## config.mk

```make
export PLATFORM = sky130hd
export DESIGN_NAME = ysyx_23060240_lsu_flat
export DESIGN_NICKNAME = d
export VERILOG_FILES = /design/src/rtl/ysyx_23060240_lsu_if.sv /design/src/rtl/ysyx_23060240_lsu.sv /design/src/flat_wrapper.sv
export SDC_FILE = /design/constraint.sdc
export NUM_CORES = 1
export LEC_CHECK = 0
export CAP_MARGIN = 30
export CORE_ASPECT_RATIO = 0.9
export CORE_UTILIZATION = 35
export DETAILED_ROUTE_END_ITERATION = 7
export PLACE_DENSITY = 0.69
export SLEW_MARGIN = 0
export SYNTH_ARGS = -nofsm -noshare
export SYNTH_HDL_FRONTEND = slang
export SYNTH_SLANG_ARGS = --single-unit
```

## constraint.sdc

```tcl
create_clock -name clk -period 1.86 [get_ports clk]
set_input_delay 0.372 -clock clk [delete_from_list [all_inputs] [get_ports clk]]
set_output_delay 0.372 -clock clk [all_outputs]
set_load 0.01 [all_outputs]
```

## src/rtl/ysyx_23060240_lsu_if.sv

```systemverilog
// Execute-stage / memory-access-stage / writeback signal bundle around the load/store unit.
// The slave modport is the LSU's view; master is the surrounding pipeline.
interface ysyx_23060240_lsu_if;
  logic        in_valid;
  logic        in_ready;
  logic        in_is_load;
  logic        in_is_store;
  logic [2:0]  in_funct3;
  logic [31:0] in_addr;
  logic [31:0] in_wdata;
  logic [4:0]  in_rd;
  logic        mem_rd_en;
  logic        mem_wr_en;
  logic [2:0]  memory_rd_ctrl;
  logic [7:0]  memory_wr_ctrl;
  logic [31:0] mem_rd_addr;
  logic [31:0] mem_wr_addr;
  logic [31:0] mem_wr_data;
  logic [31:0] mem_rd_data;
  logic        out_valid;
  logic        out_ready;
  logic [31:0] out_rdata;
  logic [4:0]  out_rd;
  logic        out_wen;
  logic        out_misalign;
  logic        out_illegal;
  logic [31:0] out_badaddr;

  modport slave (
    input  in_valid, in_is_load, in_is_store, in_funct3, in_addr, in_wdata, in_rd,
    input  mem_rd_data, out_ready,
    output in_ready, mem_rd_en, mem_wr_en, memory_rd_ctrl, memory_wr_ctrl,
    output mem_rd_addr, mem_wr_addr, mem_wr_data,
    output out_valid, out_rdata, out_rd, out_wen, out_misalign, out_illegal, out_badaddr
  );

  modport master (
    output in_valid, in_is_load, in_is_store, in_funct3, in_addr, in_wdata, in_rd,
    output mem_rd_data, out_ready,
    input  in_ready, mem_rd_en, mem_wr_en, memory_rd_ctrl, memory_wr_ctrl,
    input  mem_rd_addr, mem_wr_addr, mem_wr_data,
    input  out_valid, out_rdata, out_rd, out_wen, out_misalign, out_illegal, out_badaddr
  );
endinterface

```

## src/rtl/ysyx_23060240_lsu.sv

```systemverilog
// Single-op load/store unit: decodes and checks one access, holds the memory port for
// LATENCY cycles, then presents the result under a valid/ready handshake.
module ysyx_23060240_lsu #(
  parameter int unsigned LATENCY = 1
) (
  input logic               clk,
  input logic               rst_n,
  ysyx_23060240_lsu_if.slave bus
);

  localparam int unsigned    CntW   = (LATENCY > 1) ? $clog2(LATENCY) : 1;
  localparam logic [CntW-1:0] CntMax = CntW'(LATENCY - 1);

  typedef enum logic [1:0] {StIdle, StAccess, StDone} state_e;

  state_e          state_q, state_d;
  logic [CntW-1:0] cnt_q, cnt_d;
  logic            is_store_q, is_store_d;
  logic [2:0]      rd_ctrl_q, rd_ctrl_d;
  logic [3:0]      mask_q, mask_d;
  logic [31:0]     addr_q, addr_d;
  logic [31:0]     wdata_q, wdata_d;
  logic [4:0]      rd_q, rd_d;
  logic [31:0]     out_rdata_q, out_rdata_d;
  logic [31:0]     out_badaddr_q, out_badaddr_d;
  logic [4:0]      out_rd_q, out_rd_d;
  logic            out_wen_q, out_wen_d;
  logic            out_misalign_q, out_misalign_d;
  logic            out_illegal_q, out_illegal_d;

  logic            dec_illegal, dec_misalign;
  logic [2:0]      dec_rd_ctrl;
  logic [3:0]      dec_mask;
  logic [31:0]     dec_wdata;

  // Decode of the presented op; misalignment is only flagged for legal encodings.
  always_comb begin
    dec_illegal  = 1'b0;
    dec_misalign = 1'b0;
    dec_rd_ctrl  = 3'b000;
    dec_mask     = 4'b0000;
    dec_wdata    = bus.in_wdata;
    if (bus.in_is_store) begin
      case (bus.in_funct3)
        3'b000: begin
          dec_mask  = 4'b0001 << bus.in_addr[1:0];
          dec_wdata = {4{bus.in_wdata[7:0]}};
        end
        3'b001: begin
          dec_mask     = 4'b0011 << bus.in_addr[1:0];
          dec_wdata    = {2{bus.in_wdata[15:0]}};
          dec_misalign = bus.in_addr[0];
        end
        3'b010: begin
          dec_mask     = 4'b1111;
          dec_misalign = |bus.in_addr[1:0];
        end
        default: dec_illegal = 1'b1;
      endcase
    end else if (bus.in_is_load) begin
      case (bus.in_funct3)
        3'b000: dec_rd_ctrl = 3'b001;
        3'b001: begin
          dec_rd_ctrl  = 3'b011;
          dec_misalign = bus.in_addr[0];
        end
        3'b010: begin
          dec_rd_ctrl  = 3'b101;
          dec_misalign = |bus.in_addr[1:0];
        end
        3'b100: dec_rd_ctrl = 3'b010;
        3'b101: begin
          dec_rd_ctrl  = 3'b100;
          dec_misalign = bus.in_addr[0];
        end
        default: dec_illegal = 1'b1;
      endcase
    end else begin
      dec_illegal = 1'b1;
    end
  end

  always_comb begin
    state_d        = state_q;
    cnt_d          = cnt_q;
    is_store_d     = is_store_q;
    rd_ctrl_d      = rd_ctrl_q;
    mask_d         = mask_q;
    addr_d         = addr_q;
    wdata_d        = wdata_q;
    rd_d           = rd_q;
    out_rdata_d    = out_rdata_q;
    out_badaddr_d  = out_badaddr_q;
    out_rd_d       = out_rd_q;
    out_wen_d      = out_wen_q;
    out_misalign_d = out_misalign_q;
    out_illegal_d  = out_illegal_q;
    unique case (state_q)
      StIdle: begin
        if (bus.in_valid) begin
          is_store_d = bus.in_is_store;
          rd_ctrl_d  = dec_rd_ctrl;
          mask_d     = dec_mask;
          addr_d     = bus.in_addr;
          wdata_d    = dec_wdata;
          rd_d       = bus.in_rd;
          if (dec_illegal || dec_misalign) begin
            state_d        = StDone;
            out_illegal_d  = dec_illegal;
            out_misalign_d = dec_misalign;
            out_badaddr_d  = bus.in_addr;
          end else begin
            state_d = StAccess;
            cnt_d   = CntMax;
          end
        end
      end
      StAccess: begin
        if (cnt_q == '0) begin
          state_d = StDone;
          if (!is_store_q) begin
            out_rdata_d = bus.mem_rd_data;
            out_rd_d    = rd_q;
            out_wen_d   = 1'b1;
          end
        end else begin
          cnt_d = cnt_q - 1'b1;
        end
      end
      StDone: begin
        if (bus.out_ready) begin
          state_d        = StIdle;
          out_rdata_d    = '0;
          out_badaddr_d  = '0;
          out_rd_d       = '0;
          out_wen_d      = 1'b0;
          out_misalign_d = 1'b0;
          out_illegal_d  = 1'b0;
        end
      end
      default: state_d = StIdle;
    endcase
  end

  always_ff @(posedge clk or negedge rst_n) begin
    if (!rst_n) begin
      state_q        <= StIdle;
      cnt_q          <= '0;
      is_store_q     <= 1'b0;
      rd_ctrl_q      <= '0;
      mask_q         <= '0;
      addr_q         <= '0;
      wdata_q        <= '0;
      rd_q           <= '0;
      out_rdata_q    <= '0;
      out_badaddr_q  <= '0;
      out_rd_q       <= '0;
      out_wen_q      <= 1'b0;
      out_misalign_q <= 1'b0;
      out_illegal_q  <= 1'b0;
    end else begin
      state_q        <= state_d;
      cnt_q          <= cnt_d;
      is_store_q     <= is_store_d;
      rd_ctrl_q      <= rd_ctrl_d;
      mask_q         <= mask_d;
      addr_q         <= addr_d;
      wdata_q        <= wdata_d;
      rd_q           <= rd_d;
      out_rdata_q    <= out_rdata_d;
      out_badaddr_q  <= out_badaddr_d;
      out_rd_q       <= out_rd_d;
      out_wen_q      <= out_wen_d;
      out_misalign_q <= out_misalign_d;
      out_illegal_q  <= out_illegal_d;
    end
  end

  // Memory-side outputs decode from the state register so a reset drops them at once.
  logic ld_access, st_access;
  assign ld_access = (state_q == StAccess) && !is_store_q;
  assign st_access = (state_q == StAccess) && is_store_q;

  assign bus.in_ready       = (state_q == StIdle);
  assign bus.mem_rd_en      = ld_access;
  assign bus.mem_wr_en      = st_access && (cnt_q == CntMax);
  assign bus.memory_rd_ctrl = ld_access ? rd_ctrl_q : 3'b000;
  assign bus.memory_wr_ctrl = st_access ? {4'b0000, mask_q} : 8'h00;
  assign bus.mem_rd_addr    = ld_access ? addr_q : 32'h0;
  assign bus.mem_wr_addr    = st_access ? {addr_q[31:2], 2'b00} : 32'h0;
  assign bus.mem_wr_data    = st_access ? wdata_q : 32'h0;
  assign bus.out_valid      = (state_q == StDone);
  assign bus.out_rdata      = out_rdata_q;
  assign bus.out_rd         = out_rd_q;
  assign bus.out_wen        = out_wen_q;
  assign bus.out_misalign   = out_misalign_q;
  assign bus.out_illegal    = out_illegal_q;
  assign bus.out_badaddr    = out_badaddr_q;

endmodule

```

## src/flat_wrapper.sv

```systemverilog
// flat-port wrapper written by rule: the top's interface ports become plain ports
module ysyx_23060240_lsu_flat 
#(
  parameter int unsigned LATENCY = 1
)
  (clk, rst_n, bus_in_valid, bus_in_is_load, bus_in_is_store, bus_in_funct3, bus_in_addr, bus_in_wdata, bus_in_rd, bus_mem_rd_data, bus_out_ready, bus_in_ready, bus_mem_rd_en, bus_mem_wr_en, bus_memory_rd_ctrl, bus_memory_wr_ctrl, bus_mem_rd_addr, bus_mem_wr_addr, bus_mem_wr_data, bus_out_valid, bus_out_rdata, bus_out_rd, bus_out_wen, bus_out_misalign, bus_out_illegal, bus_out_badaddr);
  ysyx_23060240_lsu_if bus_i ();
  input logic clk;
  input logic rst_n;
  input wire logic [$bits(bus_i.in_valid)-1:0] bus_in_valid;
  input wire logic [$bits(bus_i.in_is_load)-1:0] bus_in_is_load;
  input wire logic [$bits(bus_i.in_is_store)-1:0] bus_in_is_store;
  input wire logic [$bits(bus_i.in_funct3)-1:0] bus_in_funct3;
  input wire logic [$bits(bus_i.in_addr)-1:0] bus_in_addr;
  input wire logic [$bits(bus_i.in_wdata)-1:0] bus_in_wdata;
  input wire logic [$bits(bus_i.in_rd)-1:0] bus_in_rd;
  input wire logic [$bits(bus_i.mem_rd_data)-1:0] bus_mem_rd_data;
  input wire logic [$bits(bus_i.out_ready)-1:0] bus_out_ready;
  output wire logic [$bits(bus_i.in_ready)-1:0] bus_in_ready;
  output wire logic [$bits(bus_i.mem_rd_en)-1:0] bus_mem_rd_en;
  output wire logic [$bits(bus_i.mem_wr_en)-1:0] bus_mem_wr_en;
  output wire logic [$bits(bus_i.memory_rd_ctrl)-1:0] bus_memory_rd_ctrl;
  output wire logic [$bits(bus_i.memory_wr_ctrl)-1:0] bus_memory_wr_ctrl;
  output wire logic [$bits(bus_i.mem_rd_addr)-1:0] bus_mem_rd_addr;
  output wire logic [$bits(bus_i.mem_wr_addr)-1:0] bus_mem_wr_addr;
  output wire logic [$bits(bus_i.mem_wr_data)-1:0] bus_mem_wr_data;
  output wire logic [$bits(bus_i.out_valid)-1:0] bus_out_valid;
  output wire logic [$bits(bus_i.out_rdata)-1:0] bus_out_rdata;
  output wire logic [$bits(bus_i.out_rd)-1:0] bus_out_rd;
  output wire logic [$bits(bus_i.out_wen)-1:0] bus_out_wen;
  output wire logic [$bits(bus_i.out_misalign)-1:0] bus_out_misalign;
  output wire logic [$bits(bus_i.out_illegal)-1:0] bus_out_illegal;
  output wire logic [$bits(bus_i.out_badaddr)-1:0] bus_out_badaddr;
  assign bus_i.in_valid = bus_in_valid;
  assign bus_i.in_is_load = bus_in_is_load;
  assign bus_i.in_is_store = bus_in_is_store;
  assign bus_i.in_funct3 = bus_in_funct3;
  assign bus_i.in_addr = bus_in_addr;
  assign bus_i.in_wdata = bus_in_wdata;
  assign bus_i.in_rd = bus_in_rd;
  assign bus_i.mem_rd_data = bus_mem_rd_data;
  assign bus_i.out_ready = bus_out_ready;
  assign bus_in_ready = bus_i.in_ready;
  assign bus_mem_rd_en = bus_i.mem_rd_en;
  assign bus_mem_wr_en = bus_i.mem_wr_en;
  assign bus_memory_rd_ctrl = bus_i.memory_rd_ctrl;
  assign bus_memory_wr_ctrl = bus_i.memory_wr_ctrl;
  assign bus_mem_rd_addr = bus_i.mem_rd_addr;
  assign bus_mem_wr_addr = bus_i.mem_wr_addr;
  assign bus_mem_wr_data = bus_i.mem_wr_data;
  assign bus_out_valid = bus_i.out_valid;
  assign bus_out_rdata = bus_i.out_rdata;
  assign bus_out_rd = bus_i.out_rd;
  assign bus_out_wen = bus_i.out_wen;
  assign bus_out_misalign = bus_i.out_misalign;
  assign bus_out_illegal = bus_i.out_illegal;
  assign bus_out_badaddr = bus_i.out_badaddr;
  ysyx_23060240_lsu #(.LATENCY(LATENCY)) u_core (.clk(clk), .rst_n(rst_n), .bus(bus_i));
endmodule
```

## After elaboration in Yosys (flattened, before gate mapping)

Index checks and enable logic that the tools add are counted.

- Flip-flop bits (word level): 152
- Bits in latches: 0
- RAM bits: 0
- Bits in read-only memories: 0
- Bits of input ports: 110
- Output and inout bits: 183
- Word-level logic and storage cells: 99
- Memories kept: 0

- Add/sub/neg operators: 1
- Multipliers: 0
- Divide/modulo/power cells: 0
- Order comparisons: 0
- Equal/unequal tests: 12
- Shift operators: 2
- Muxes and demuxes: 50
- Bitwise gates (word level): 1
- Reductions and logical operators: 19

Operators by type and width:

| kind | number |
|---|---|
| 32-bit 2-to-1 mux | 9 |
| 32-bit one-hot mux with 2 select lines | 3 |
| 1-bit 2-to-1 mux | 16 |
| 5-bit 2-to-1 mux | 3 |
| 3-bit one-hot mux with 5 select lines | 1 |
| 1-bit one-hot mux with 2 select lines | 6 |
| 4-bit one-hot mux with 3 select lines | 1 |
| 2-bit != test (second input constant) | 5 |
| 5-bit one-hot mux with 2 select lines | 1 |
| 3-bit 2-to-1 mux | 3 |
| 2-bit 2-to-1 mux | 4 |
| 4-bit 2-to-1 mux | 2 |
| 4-bit AND reduction | 2 |
| 3-bit equality test (second input constant) | 2 |
| 2-bit one-hot mux with 3 select lines | 1 |
| 3-bit AND reduction | 2 |
| 2-bit nonzero test | 3 |
| 5-bit OR reduction | 1 |
| 2-bit OR reduction | 2 |
| 1-bit by 2-bit << shifter with 4-bit output (first input constant) | 1 |
| 2-bit by 2-bit << shifter with 4-bit output (first input constant) | 1 |
| 3-bit by 1-bit equality test with 1-bit output (second input constant) | 1 |
| 3-bit by 2-bit equality test with 1-bit output (second input constant) | 1 |
| 1-bit logical AND | 3 |
| other kinds (11) | 11 |

## Depth between registers and ports, before layout

Gate-level depths: netlist of the first run.

- Depth after elaboration: 9
- Gate-level depth with buffers: 7

## Least setup slack after synthesis of the first run

No wires, ideal clock.

- Path kind: input to register
- Start: input bus_in_funct3[0]
- End: register u_core.out_badaddr_q[0] (netlist: u_core.bus.out_badaddr[0])
- Arrival: 1.927 ns
- Required time: 1.738 ns
- Setup slack: -0.188 ns
- Stages: 7
- Path buffers: 3
- Path through: buf_2 > nor3b_1 > a32o_2 > or4_4 > buf_6 > buf_6 > a32o_1

- Word-level cells in the longest chain between the ends: 8
- Elaborated cells on any way between the ends: 19
- Those cells by class: 5 x eq/ne; 8 x mux; 6 x reduce/logical

Ends and longest elaborated chain:

| what | line | RTL |
|---|---|---|
| start, declared | flat_wrapper.sv:13 | `input wire logic [$bits(bus_i.in_funct3)-1:0] bus_in_funct3;` |
| 3-bit by 1-bit equality test with 1-bit output, or another cell as far along | ysyx_23060240_lsu.sv:44, ysyx_23060240_lsu.sv:61 |  |
| 2-bit OR reduction (no line) / 5-bit OR reduction (equally long branches) | - |  |
| 1-bit one-hot mux with 2 select lines / 1-bit 2-to-1 mux (equally long branches) | ysyx_23060240_lsu.sv:61 | `case (bus.in_funct3)` |
| 1-bit 2-to-1 mux | ysyx_23060240_lsu.sv:60 | `end else if (bus.in_is_load) begin` |
| 1-bit 2-to-1 mux | ysyx_23060240_lsu.sv:43 | `if (bus.in_is_store) begin` |
| 1-bit logical OR * | ysyx_23060240_lsu.sv:107 | `if (dec_illegal \|\| dec_misalign) begin` |
| 2-bit by 1-bit != test with 1-bit output (no line) * | - |  |
| 4-bit AND reduction (no line) * | - |  |
| end signal, assigned | ysyx_23060240_lsu.sv:171 | `out_badaddr_q <= out_badaddr_d;` |
| end, declared | ysyx_23060240_lsu.sv:25 | `logic [31:0] out_badaddr_q, out_badaddr_d;` |

Every way passes the cells marked *; elsewhere a longest branch is shown, timed or not.
A chain may end at the register's enable or synchronous reset.

## Final worst setup path of the first run

- Start: register u_core.state_q[1]
- End: output bus_memory_wr_ctrl[3]

- Word-level cells in the longest chain between the ends: 3

Ends and longest elaborated chain:

| what | line | RTL |
|---|---|---|
| start, declared | ysyx_23060240_lsu.sv:16 | `state_e state_q, state_d;` |
| start signal, assigned | ysyx_23060240_lsu.sv:147 | `state_q <= StIdle;` |
| start signal, assigned | ysyx_23060240_lsu.sv:162 | `state_q <= state_d;` |
| 2-bit by 1-bit equality test with 1-bit output | ysyx_23060240_lsu.sv:182 | `assign st_access = (state_q == StAccess) && is_store_q;` |
| 1-bit logical AND | ysyx_23060240_lsu.sv:182 |  |
| 4-bit 2-to-1 mux | ysyx_23060240_lsu.sv:188 | `assign bus.memory_wr_ctrl = st_access ? {4'b0000, mask_q} : 8'h00;` |
| end, declared | flat_wrapper.sv:23 | `output wire logic [$bits(bus_i.memory_wr_ctrl)-1:0] bus_memory_wr_ctrl;` |

No other way between the ends.

==> results of run 1 <==
==> flip-flops by register name (all words and copies together), names as in the netlist <==
register	flops
u_core.addr_q	32
u_core.bus.out_misalign	1
u_core.is_store_q	1
u_core.wdata_q	32
u_core.state_q	2
u_core.mask_q	4
u_core.bus.out_rdata	32
u_core.rd_q	5
u_core.bus.out_rd	5
u_core.bus.out_illegal	1
u_core.rd_ctrl_q	3
u_core.bus.out_wen	1
u_core.bus.out_badaddr	32
==> metal layers <==
| layer | up-vias | GRT usage, % |
|---|---|---|
| met2 | 262 | 36.9 |
| met5 | - | 0 |
| li1 | 2950 | - |
| met3 | 24 | 6.03 |
| met1 | 3111 | 31.3 |
| met4 | 0 | 7.04 |
==> repair_timing <==
action                                  CTS  global route
hold buffers                              1             0
gates cloned                              7             7
buffers inserted                         17             3
endpoints found under the setup margin  139           170
endpoints found under the hold margin    35             0
pin swaps                                13            48
gates resized for setup                 490           136
==> per-stage QoR <==
stage	power [mW]	hold WS, ps	worst slack [ps]	util (%)
after CTS	13.4	436	-255	59.2
after detailed placement	9.23	320	-632	55.0
final	13.5	435	-256	63.0
after global placement	9.13	312	-846	54.9
after floorplan	6.95	76.4	-139	-
after global routing	14.2	453	-317	63.0
==> placed cells by master (no fill, tap or decap), types with 22 or more instances in the layout <==
cell               n
nand2_1          172
clkdlybuf4s50_1  173
buf_6             96
a32o_1            32
dfrtp_1          151
buf_4             40
and2_4            83
a22o_1            47
a21oi_1           28
clkbuf_16         23
nor2_1            22
==> logic make-up (layout without fill, tap and decap cells) <==
logic type | after synthesis | count (layout) | synth area share [%]
AOI/OAI and AO/OA | 131 | 131 | 15.4
xor gates and xnor gates | 2 | 2 | 0.261
buffers and inverters | 59 | 405 | 4.21
DFF | 151 | 151 | 56.2
muxes | 9 | 9 | 1.34
other | 1 | 8 | 0.0558
and+or+nand+nor | 318 | 318 | 22.5
==> worst max-delay path, cell delays in order (launching register included) <==
cell and delay [ps]:
dfrtp_1 420, inv_1 90, and3_4 220, buf_12 170, clkbuf_16 170, and2_4 140, buf_6 100
==> cell type report <==
type	instances	area, sq um	area share [%]
clock buffers	21	450	3.85
diodes	2	5.00	0.0428
inverters	2	7.51	0.0642
repair buffers	371	4020	34.4
multi-input cells	466	2910	24.9
clock inverters	11	219	1.87
well taps	245	307	2.62
flip-flops and latches	151	3780	32.3
==> power by group through the flow <==
stage	combinational (mW)	clock [mW]	sequential (mW)
floorplan	1.72	0	5.23
global placement	3.94	0	5.19
detailed placement	4.01	0	5.22
CTS	4.18	4.04	5.19
global route	4.64	4.19	5.40
finish	4.27	3.96	5.26
==> worst max path at each step <==
stage	depth (start not counted)	endpoint	slack [ps]
finish	6	bus_memory_wr_ctrl[3]	-260
global route	6	bus_mem_rd_addr[24]	-320
CTS	6	bus_mem_rd_addr[8]	-250
detailed placement	6	u_core.bus.out_badaddr[27]$_DFFE_PN0P_	-630
global placement	6	u_core.mask_q[1]$_DFFE_PN0P_	-850
floorplan	6	u_core.bus.out_badaddr[0]$_DFFE_PN0P_	-140
==> reports/metrics.yaml, run 1 <==
htree_levels: 4
switching_share_pct: 31.1
cts.sinks: 151
layout_setup_ws_ps: -256
synth_common_cells: "173 x nand2_1, 151 x dfrtp_1, 102 x and2_1, 47 x a22o_1, 36 x clkbuf_1"
drt-total-wl_microns: 23800
p_switching_mw: 4.19
fmax_ghz: 0.473
start_util_pct: 36.2
synthTopCellsByArea: "dfrtp_1 56%, nand2_1 9.7%, and2_1 9.5%"
rows: 47
ys_seq_area_share_pct: 56.2
final_cell_count_no_fill: 1269
outcome: "finished with violations"
finalSetupTns_ps: -20540
wl_met2_microns: 11200
max_slew.worst_pin.slew_ps: 537
synth_edf_count: 0
r2r_start: "u_core.state_q[1]$_DFFE_PN0P_"
grt_max_degree: 50
grt_pass1_vias: 6240
cp-startpoint: "u_core.state_q[1]$_DFFE_PN0P_"
drtIter0Drc: 358
track_usage_pct: 23.3
fin_nets: 1119
synthCells: 671
p_int_mw: 9.31
cp_max_fo: 8
drtAntennaViolNets: 0
antenna_found_initial: 2
rrSetupSlack_ps: -70
die_w_microns: 148
synth.most_common_cell: "nand2_1"
die_h_microns: 133
critPathKind: "reg -> out"
post-dp-hpwl_microns: 15400
finalSetupViolCount: 108
highest_layer: "met4"
cts_made_buffers: 17
yosysWarnings: 0
synth.top_cell.area_share_pct: 56.2
placed_area_sq_um: 10200
crit_path_end_kind: "primary output"
core_sq_um: 18600
peakVddDrop_mv: 0.579
cts_tree: "done"
dp_cells: 1204
synth_area_sq_um: 6720
cp.required_ps: 1490
combinationalPowerShare_pct: 31.7
grt_pass1_wl_microns: 35300
reg2reg_depth: 6
stdcell_area_sq_um: 11700
syn2layout_area_growth_pct: 74.2
synth_cell_types: 36
first_pass_iters: 5
io_pins: 293
fin_skew_ps: 11.5
timing.final.crit_share_pct: 114
wl_per_cell_microns: 18.8
finalWeightedCongestion: 0.864
maxSlewHeadroom_pct: 64.1
p_leak_nw: 5.62
hold_violations: 0
violations: "setup timing"
grt_setup_unrepaired: "yes"
grt-ovfl-total: 0
timing.rr.end: "u_core.bus.out_badaddr[26]$_DFFE_PN0P_"
met3_length_microns: 1830
clockBufferDepth: 2
met1_length_microns: 10400
drt-vias-per-instance: 5.00
synth-main-ff-cell: "dfrtp_1"
clkPwrFrac_pct: 29.4
p_seq_share_pct: 39.0
hp-class: "in -> async"
port_buffers: 286
clk_pin_slew_ps: 60
nFillCells: 1515
route.detailed.drc: 0
max_cap_viol_count: 0
drv_slew: 0
cp.arrival_ps: 1740
start_kind: "flop"
clockRootBuffer: "clkbuf_16"
synth_seq_cells: 151
powerDensity_nw_per_um2: 1150
via_count: 6347
syn_avg_cell_area_sq_um: 10.0
async_reset_ff_share_pct: 100
worst_skew_pair.late_latency_ps: 420
min_period_ps: 2120
synth_top_cell_by_area: "dfrtp_1"
die-area_sq_um: 19800
drive_above_1_share_pct: 30.6
Power figures use the tool's default switching activity.
==> run 2: changes to the inputs <==
--- a/config.mk
+++ b/config.mk
@@ -7,6 +7,7 @@
 export LEC_CHECK = 0
 export CAP_MARGIN = 30
 export CORE_ASPECT_RATIO = 0.9
+export CORE_MARGIN = 2
 export CORE_UTILIZATION = 35
 export DETAILED_ROUTE_END_ITERATION = 7
 export PLACE_DENSITY = 0.69
==> run 2 against run 1 <==
Net effect: sequential power barely moved; clock-buffer cell count is 2 lower; critical path type unchanged; cell area is 3.6% higher; first-iteration DRC count is 1.7% lower; the flow still finishes with violations (setup timing); core utilization up 0.92 points.
==> reports/metrics.yaml, run 2 (synthesis results as in run 1) <==
crit_top_cell: "buf_6"
met1_length_microns: 10900  # +4.0%
cp.required_ps: 1490  # about the same
p_leak_nw: 5.80  # +3.2%
drt-vias-per-instance: 5.04  # +0.79%
hp-start: "bus_in_funct3[1]"
io_pins: 293  # unchanged
fmax_ghz: 0.452  # -4.3%
hold_depth: 3
fin_skew_ps: 10.2  # -1.33 ps
drv_slew: 0  # unchanged
cp.buffers_inverters: 5  # +1
peakVddDrop_mv: 0.544  # -6.0%
grt_pass1_vias: 6446  # +3.3%
met3_length_microns: 1810  # -0.71%
first_pass_iters: 5  # unchanged
final_util_pct: 63.9  # +0.92 points
crit_chain: "buf_6 -> nor3b_4 -> buf_6 -> buf_12 -> buf_16 -> and2_4 -> buf_6"
clockBufferDepth: 2  # unchanged
grt_pass1_wl_microns: 37100  # +5.0%
crit_family: "buffers and inverters"
antenna_cells: 0  # -2
hold_ws_ps: 338  # -96.4 ps
crit_cells: 7  # +1
cts.sinks: 151  # unchanged
multiInputGateArea_sq_um: 2980  # +2.1%
final_cell_count_no_fill: 1293  # +1.9%
crit_path_end_kind: "primary output"
rows: 48  # +2.1%
die-area_sq_um: 20300  # +2.9%
hp-class: "in -> reg"
drtAntennaViolNets: 0  # unchanged
finalSetupViolCount: 149  # +38%
post-dp-hpwl_microns: 15200  # -0.80%
worst_skew_pair.late_latency_ps: 410  # about the same
slowest_stage: "dfrtp_1"
track_usage_pct: 24.0  # +0.64 points
drt-total-wl_microns: 25600  # +7.3%
rrSetupSlack_ps: -100  # -30 ps
syn2layout_area_growth_pct: 80.5
cp_max_fo: 5  # -3
clk_pin_slew_ps: 60  # about the same
die_w_microns: 150  # +1.4%
finalWeightedCongestion: 0.825  # -4.5%
grt_setup_unrepaired: "yes"
regArea_sq_um: 3780  # unchanged
placed_area_sq_um: 10200  # -0.26%
timing.rr.end: "u_core.bus.out_rdata[0]$_DFFE_PN0P_"
start_kind: "flop"
min_period_ps: 2210  # +94.9 ps
final_cell_mix: "173 x clkdlybuf4s50_1, 172 x nand2_1, 151 x dfrtp_1"
wl_per_cell_microns: 19.8  # +5.4%
antenna_found_initial: 0  # -2
holdPathEnd: "u_core.rd_ctrl_q[1]$_DFFE_PN0P_"
grt_max_degree: 51  # +2.0%
final_common_cell: "clkdlybuf4s50_1"
cp-startpoint: "u_core.state_q[1]$_DFFE_PN0P_"
dpl_worst_slack_ps: -614  # +18.0 ps
hold_violations: 0  # unchanged
powerDensity_nw_per_um2: 1110  # -3.4%
violations: "setup timing"
reg2reg_depth: 9  # +3
timing.final.crit_share_pct: 119  # +5.1 points
stdcell_area_sq_um: 12100  # +3.6%
clockRootBuffer: "clkbuf_16"
drtIter0Drc: 352  # -1.7%
core_sq_um: 19000  # +2.1%
dp_cells: 1208  # +0.33%
cts_made_buffers: 17  # unchanged
die_h_microns: 135  # +1.5%
nFillCells: 1526  # +0.73%
critical_path.max_stage_delay_ps: 410  # about the same
grt-ovfl-total: 0  # unchanged
highest_layer: "met4"
cts_tree: "done"
layout_setup_ws_ps: -351  # -94.9 ps
port_buffers: 286  # unchanged
critPathKind: "reg -> out"
r2r_start: "u_core.state_q[0]$_DFFE_PN0P_"
fin_nets: 1141  # +2.0%
wl_met2_microns: 12400  # +10%
max_cap_viol_count: 0  # unchanged
drive_above_1_share_pct: 34.4  # +3.8 points
cp.arrival_ps: 1840  # +100 ps
route.detailed.drc: 0  # unchanged
outcome: "finished with violations"
start_util_pct: 35.4  # -0.75 points
htree_levels: 4  # unchanged
via_count: 6518  # +2.7%
-- run 2: cell type report --
| class | instances | share of cell area, % |
|---|---|---|
| timing repair buffer | 393 | 36.8 |
| multi-input combinational | 466 | 24.5 |
| sequential | 151 | 31.2 |
| tap | 250 | 2.58 |
| clock inverter | 12 | 1.25 |
| clock buffer | 19 | 3.65 |
| inverter | 2 | 0.0619 |
-- run 2: timing repair --
item	CTS	global route
cloned	17	7
endpoints found under the hold margin	27	0
pin swaps	51	39
hold buffers	1	0
endpoints found under the setup margin	139	185
resized for setup	583	128
buffers inserted	27	11
-- run 2: worst register-to-register path, stage by stage (launching register included) --
cell,delay (ps)
dfrtp_1,400
nor3b_4,170
buf_6,130
buf_12,130
buf_8,120
buf_6,120
buf_12,120
a21oi_4,320
clkbuf_16,240
a22o_1,140
-- run 2: worst max-delay path by stage --
stage                                                        end  slack, ps
after detailed placement  u_core.bus.out_badaddr[27]$_DFFE_PN0P_       -610
after global placement             u_core.wdata_q[8]$_DFFE_PN0P_       -600
after global routing                       bus_memory_rd_ctrl[0]       -410
after CTS                                    bus_mem_rd_addr[10]       -340
after floorplan            u_core.bus.out_badaddr[0]$_DFFE_PN0P_       -140
final                                        bus_mem_rd_addr[12]       -350
-- run 2: routing by layer --
layer / track usage [%] / vias to the layer above
met3: 5.45 / 32
met1: 32.8 / 3233
met2: 37.9 / 256
li1: - / 2997
met5: 0 / -
met4: 7.65 / 0
-- run 2: report_power, final --
group	switching, mW	internal, mW	leakage [nW]
sequential	0.764	4.47	1.93
clock	1.38	2.14	0.289
combinational	2.19	2.56	3.57
-- run 2: stage by stage --
step / power (mW) / TNS [ps]
floorplan: 6.95 / -4280
global route: 14.2 / -35480
finish: 13.5 / -24900
CTS: 13.3 / -24250
global placement: 9.10 / -44280
detailed placement: 9.20 / -40650
==> run 3: changes to the inputs <==
--- a/config.mk
+++ b/config.mk
@@ -6,12 +6,14 @@
 export NUM_CORES = 1
 export LEC_CHECK = 0
 export CAP_MARGIN = 30
+export CELL_PAD_IN_SITES_DETAIL_PLACEMENT = 2
+export CELL_PAD_IN_SITES_GLOBAL_PLACEMENT = 2
 export CORE_ASPECT_RATIO = 0.9
 export CORE_MARGIN = 2
-export CORE_UTILIZATION = 35
+export CORE_UTILIZATION = 25
 export DETAILED_ROUTE_END_ITERATION = 7
-export PLACE_DENSITY = 0.69
-export SLEW_MARGIN = 0
+export PLACE_DENSITY_LB_ADDON = 0.1
+export SLEW_MARGIN = 20
 export SYNTH_ARGS = -nofsm -noshare
 export SYNTH_HDL_FRONTEND = slang
 export SYNTH_SLANG_ARGS = --single-unit
==> run 3 against run 2 <==
Net effect: the flow still finishes with violations (setup timing); sequential share of layout area is 1.1 points higher; core utilization is 19 points lower; cell area is 3.4% lower; register-to-register slack better by 40 ps; clock power is 5% higher; via count is 0.89% higher; flip-flop and latch count stayed put; routed wire length is 18% higher; non-clock buffer count is 15 lower; die area is 39% higher; hold slack better by 2.3 ps; setup slack better by 76 ps.
==> reports/metrics.yaml, run 3 (synthesis results as in run 1) <==
cts_made_buffers: 17  # unchanged
post-dp-hpwl_microns: 20100  # +32%
final_common_cell: "clkdlybuf4s50_1"
fmax_ghz: 0.468  # +3.6%
start_kind: "flop"
die_h_microns: 160  # +18%
die_w_microns: 177  # +18%
fin_skew_ps: 10.8  # +0.540 ps
finalSetupViolCount: 134  # -10%
nFillCells: 2701  # +77%
outcome: "finished with violations"
drtIter0Drc: 283  # -20%
multiInputGateArea_sq_um: 2910  # -2.1%
htree_levels: 4  # unchanged
grt_max_degree: 42  # -18%
first_pass_iters: 5  # unchanged
clockRootBuffer: "clkbuf_16"
cp_max_fo: 9  # +4
cp.arrival_ps: 1760  # -80 ps
io_pins: 293  # unchanged
port_buffers: 286  # unchanged
grt_pass1_vias: 7452  # +16%
cp.required_ps: 1490  # about the same
syn2layout_area_growth_pct: 74.3
dp_cells: 1304  # +7.9%
final_cell_count_no_fill: 1378  # +6.6%
grt-ovfl-total: 0  # unchanged
worst_skew_pair.late_latency_ps: 430  # +20 ps
timing.final.crit_share_pct: 115  # -4.1 points
hold_violations: 0  # unchanged
min_period_ps: 2140  # -76.3 ps
dpl_worst_slack_ps: -662  # -47.7 ps
die-area_sq_um: 28200  # +39%
max_slew.worst_pin.slew_ps: 551
cts_tree: "done"
start_util_pct: 25.6  # -9.8 points
finalSetupTns_ps: -21400  # +3500 ps
crit_path_end_kind: "primary output"
track_usage_pct: 20.7  # -3.3 points
clk_pin_slew_ps: 60  # about the same
p_leak_nw: 5.63  # -2.9%
antenna_found_initial: 1  # +1
grt_setup_unrepaired: "yes"
fin_nets: 1126  # -1.3%
drt-vias-per-instance: 4.77  # -5.3%
finalWeightedCongestion: 0.821  # -0.52%
via_count: 6576  # +0.89%
drtAntennaViolNets: 0  # unchanged
cts.sinks: 151  # unchanged
drv_slew: 0  # unchanged
grt_pass1_wl_microns: 44900  # +21%
peakVddDrop_mv: 0.697  # +28%
maxSlewHeadroom_pct: 63.0
clockBufferDepth: 2  # unchanged
hold_ws_ps: 341  # +2.32 ps
powerDensity_nw_per_um2: 1160  # +4.5%
layout_setup_ws_ps: -275  # +76.3 ps
core_sq_um: 26300  # +38%
drive_above_1_share_pct: 30.3  # -4.2 points
route.detailed.drc: 0  # unchanged
critPathKind: "reg -> out"
final_cell_mix: "173 x clkdlybuf4s50_1, 172 x nand2_1, 150 x dfrtp_1"
wl_per_cell_microns: 22.0  # +11%
drt-total-wl_microns: 30300  # +18%
max_cap_viol_count: 0  # unchanged
regArea_sq_um: 3780  # about the same
rows: 56  # +17%
hp-class: "in -> reg"
violations: "setup timing"
run 3: path summary, 6_finish.rpt:
| check | from | endpoint | slack [ps] | depth (start not counted) |
|---|---|---|---|---|
| max | u_core.state_q[1]$_DFFE_PN0P_ | bus_mem_wr_data[12] | -280 | 7 |
| min | bus_in_addr[0] | u_core.addr_q[0]$_DFFE_PN0P_ | 340 | 4 |
| max reg2reg | u_core.state_q[0]$_DFFE_PN0P_ | u_core.bus.out_rdata[10]$_DFFE_PN0P_ | -60 | 8 |
| min reg2reg | u_core.rd_ctrl_q[1]$_DFFE_PN0P_ | u_core.rd_ctrl_q[1]$_DFFE_PN0P_ | 470 | 2 |
| max in group asynchronous | rst_n | u_core.bus.out_badaddr[12]$_DFFE_PN0P_ | 820 | 3 |
| min in group asynchronous | rst_n | u_core.wdata_q[5]$_DFFE_PN0P_ | 430 | 2 |
run 3: metal layers:
layer	wire length [microns]	share of wire (%)	vias to the layer above	GRT usage [%]
met5	0	0	-	0
met4	414	1.4	0	5.45
met3	1670	5.5	24	4.42
met2	15200	50	223	35.5
met1	13000	43	3366	26.3
li1	-	-	2963	-
run 3: what timing repair did:
item | in CTS | in global routing
endpoints found under the setup margin | 192 | 167
endpoints found under the hold margin | 35 | 0
gates cloned | 9 | 7
buffers inserted | 16 | 11
pin swaps | 17 | 16
resized for setup | 515 | 108
hold buffers | 1 | 0
run 3: critical path, cell delays in order, from the launching register on:
cell and delay (ps):
dfrtp_2 410, inv_2 50, and3_4 200, buf_6 130
buf_12 130, buf_16 140, and2_1 150, buf_2 130
run 3: stage by stage:
stage          utilization (%)  power (mW)  cell area [sq um]
2_1_floorplan                -        6.95               6750
3_3_place_gp              39.3        9.23              10300
3_5_place_dp              39.3        9.51              10300
4_1_cts                   42.3        13.5              11100
5_1_grt                   44.6        14.4              11700
6_report                  44.6        13.6              11700
run 3: cell type report:
| type | count | area share [%] |
|---|---|---|
| Tap cell | 348 | 3.72 |
| Antenna cell | 2 | 0.0427 |
| Sequential cell | 151 | 32.3 |
| Clock buffer | 19 | 3.87 |
| Clock inverter | 12 | 1.39 |
| Timing Repair Buffer | 378 | 33.8 |
| Multi-Input combinational cell | 466 | 24.9 |
| Inverter | 2 | 0.0641 |
run 3: where the power goes:
group          total, mW  switching [mW]  internal [mW]
registers           5.33           0.856           4.47
clock network       3.69            1.49           2.20
logic               4.62            2.23           2.39
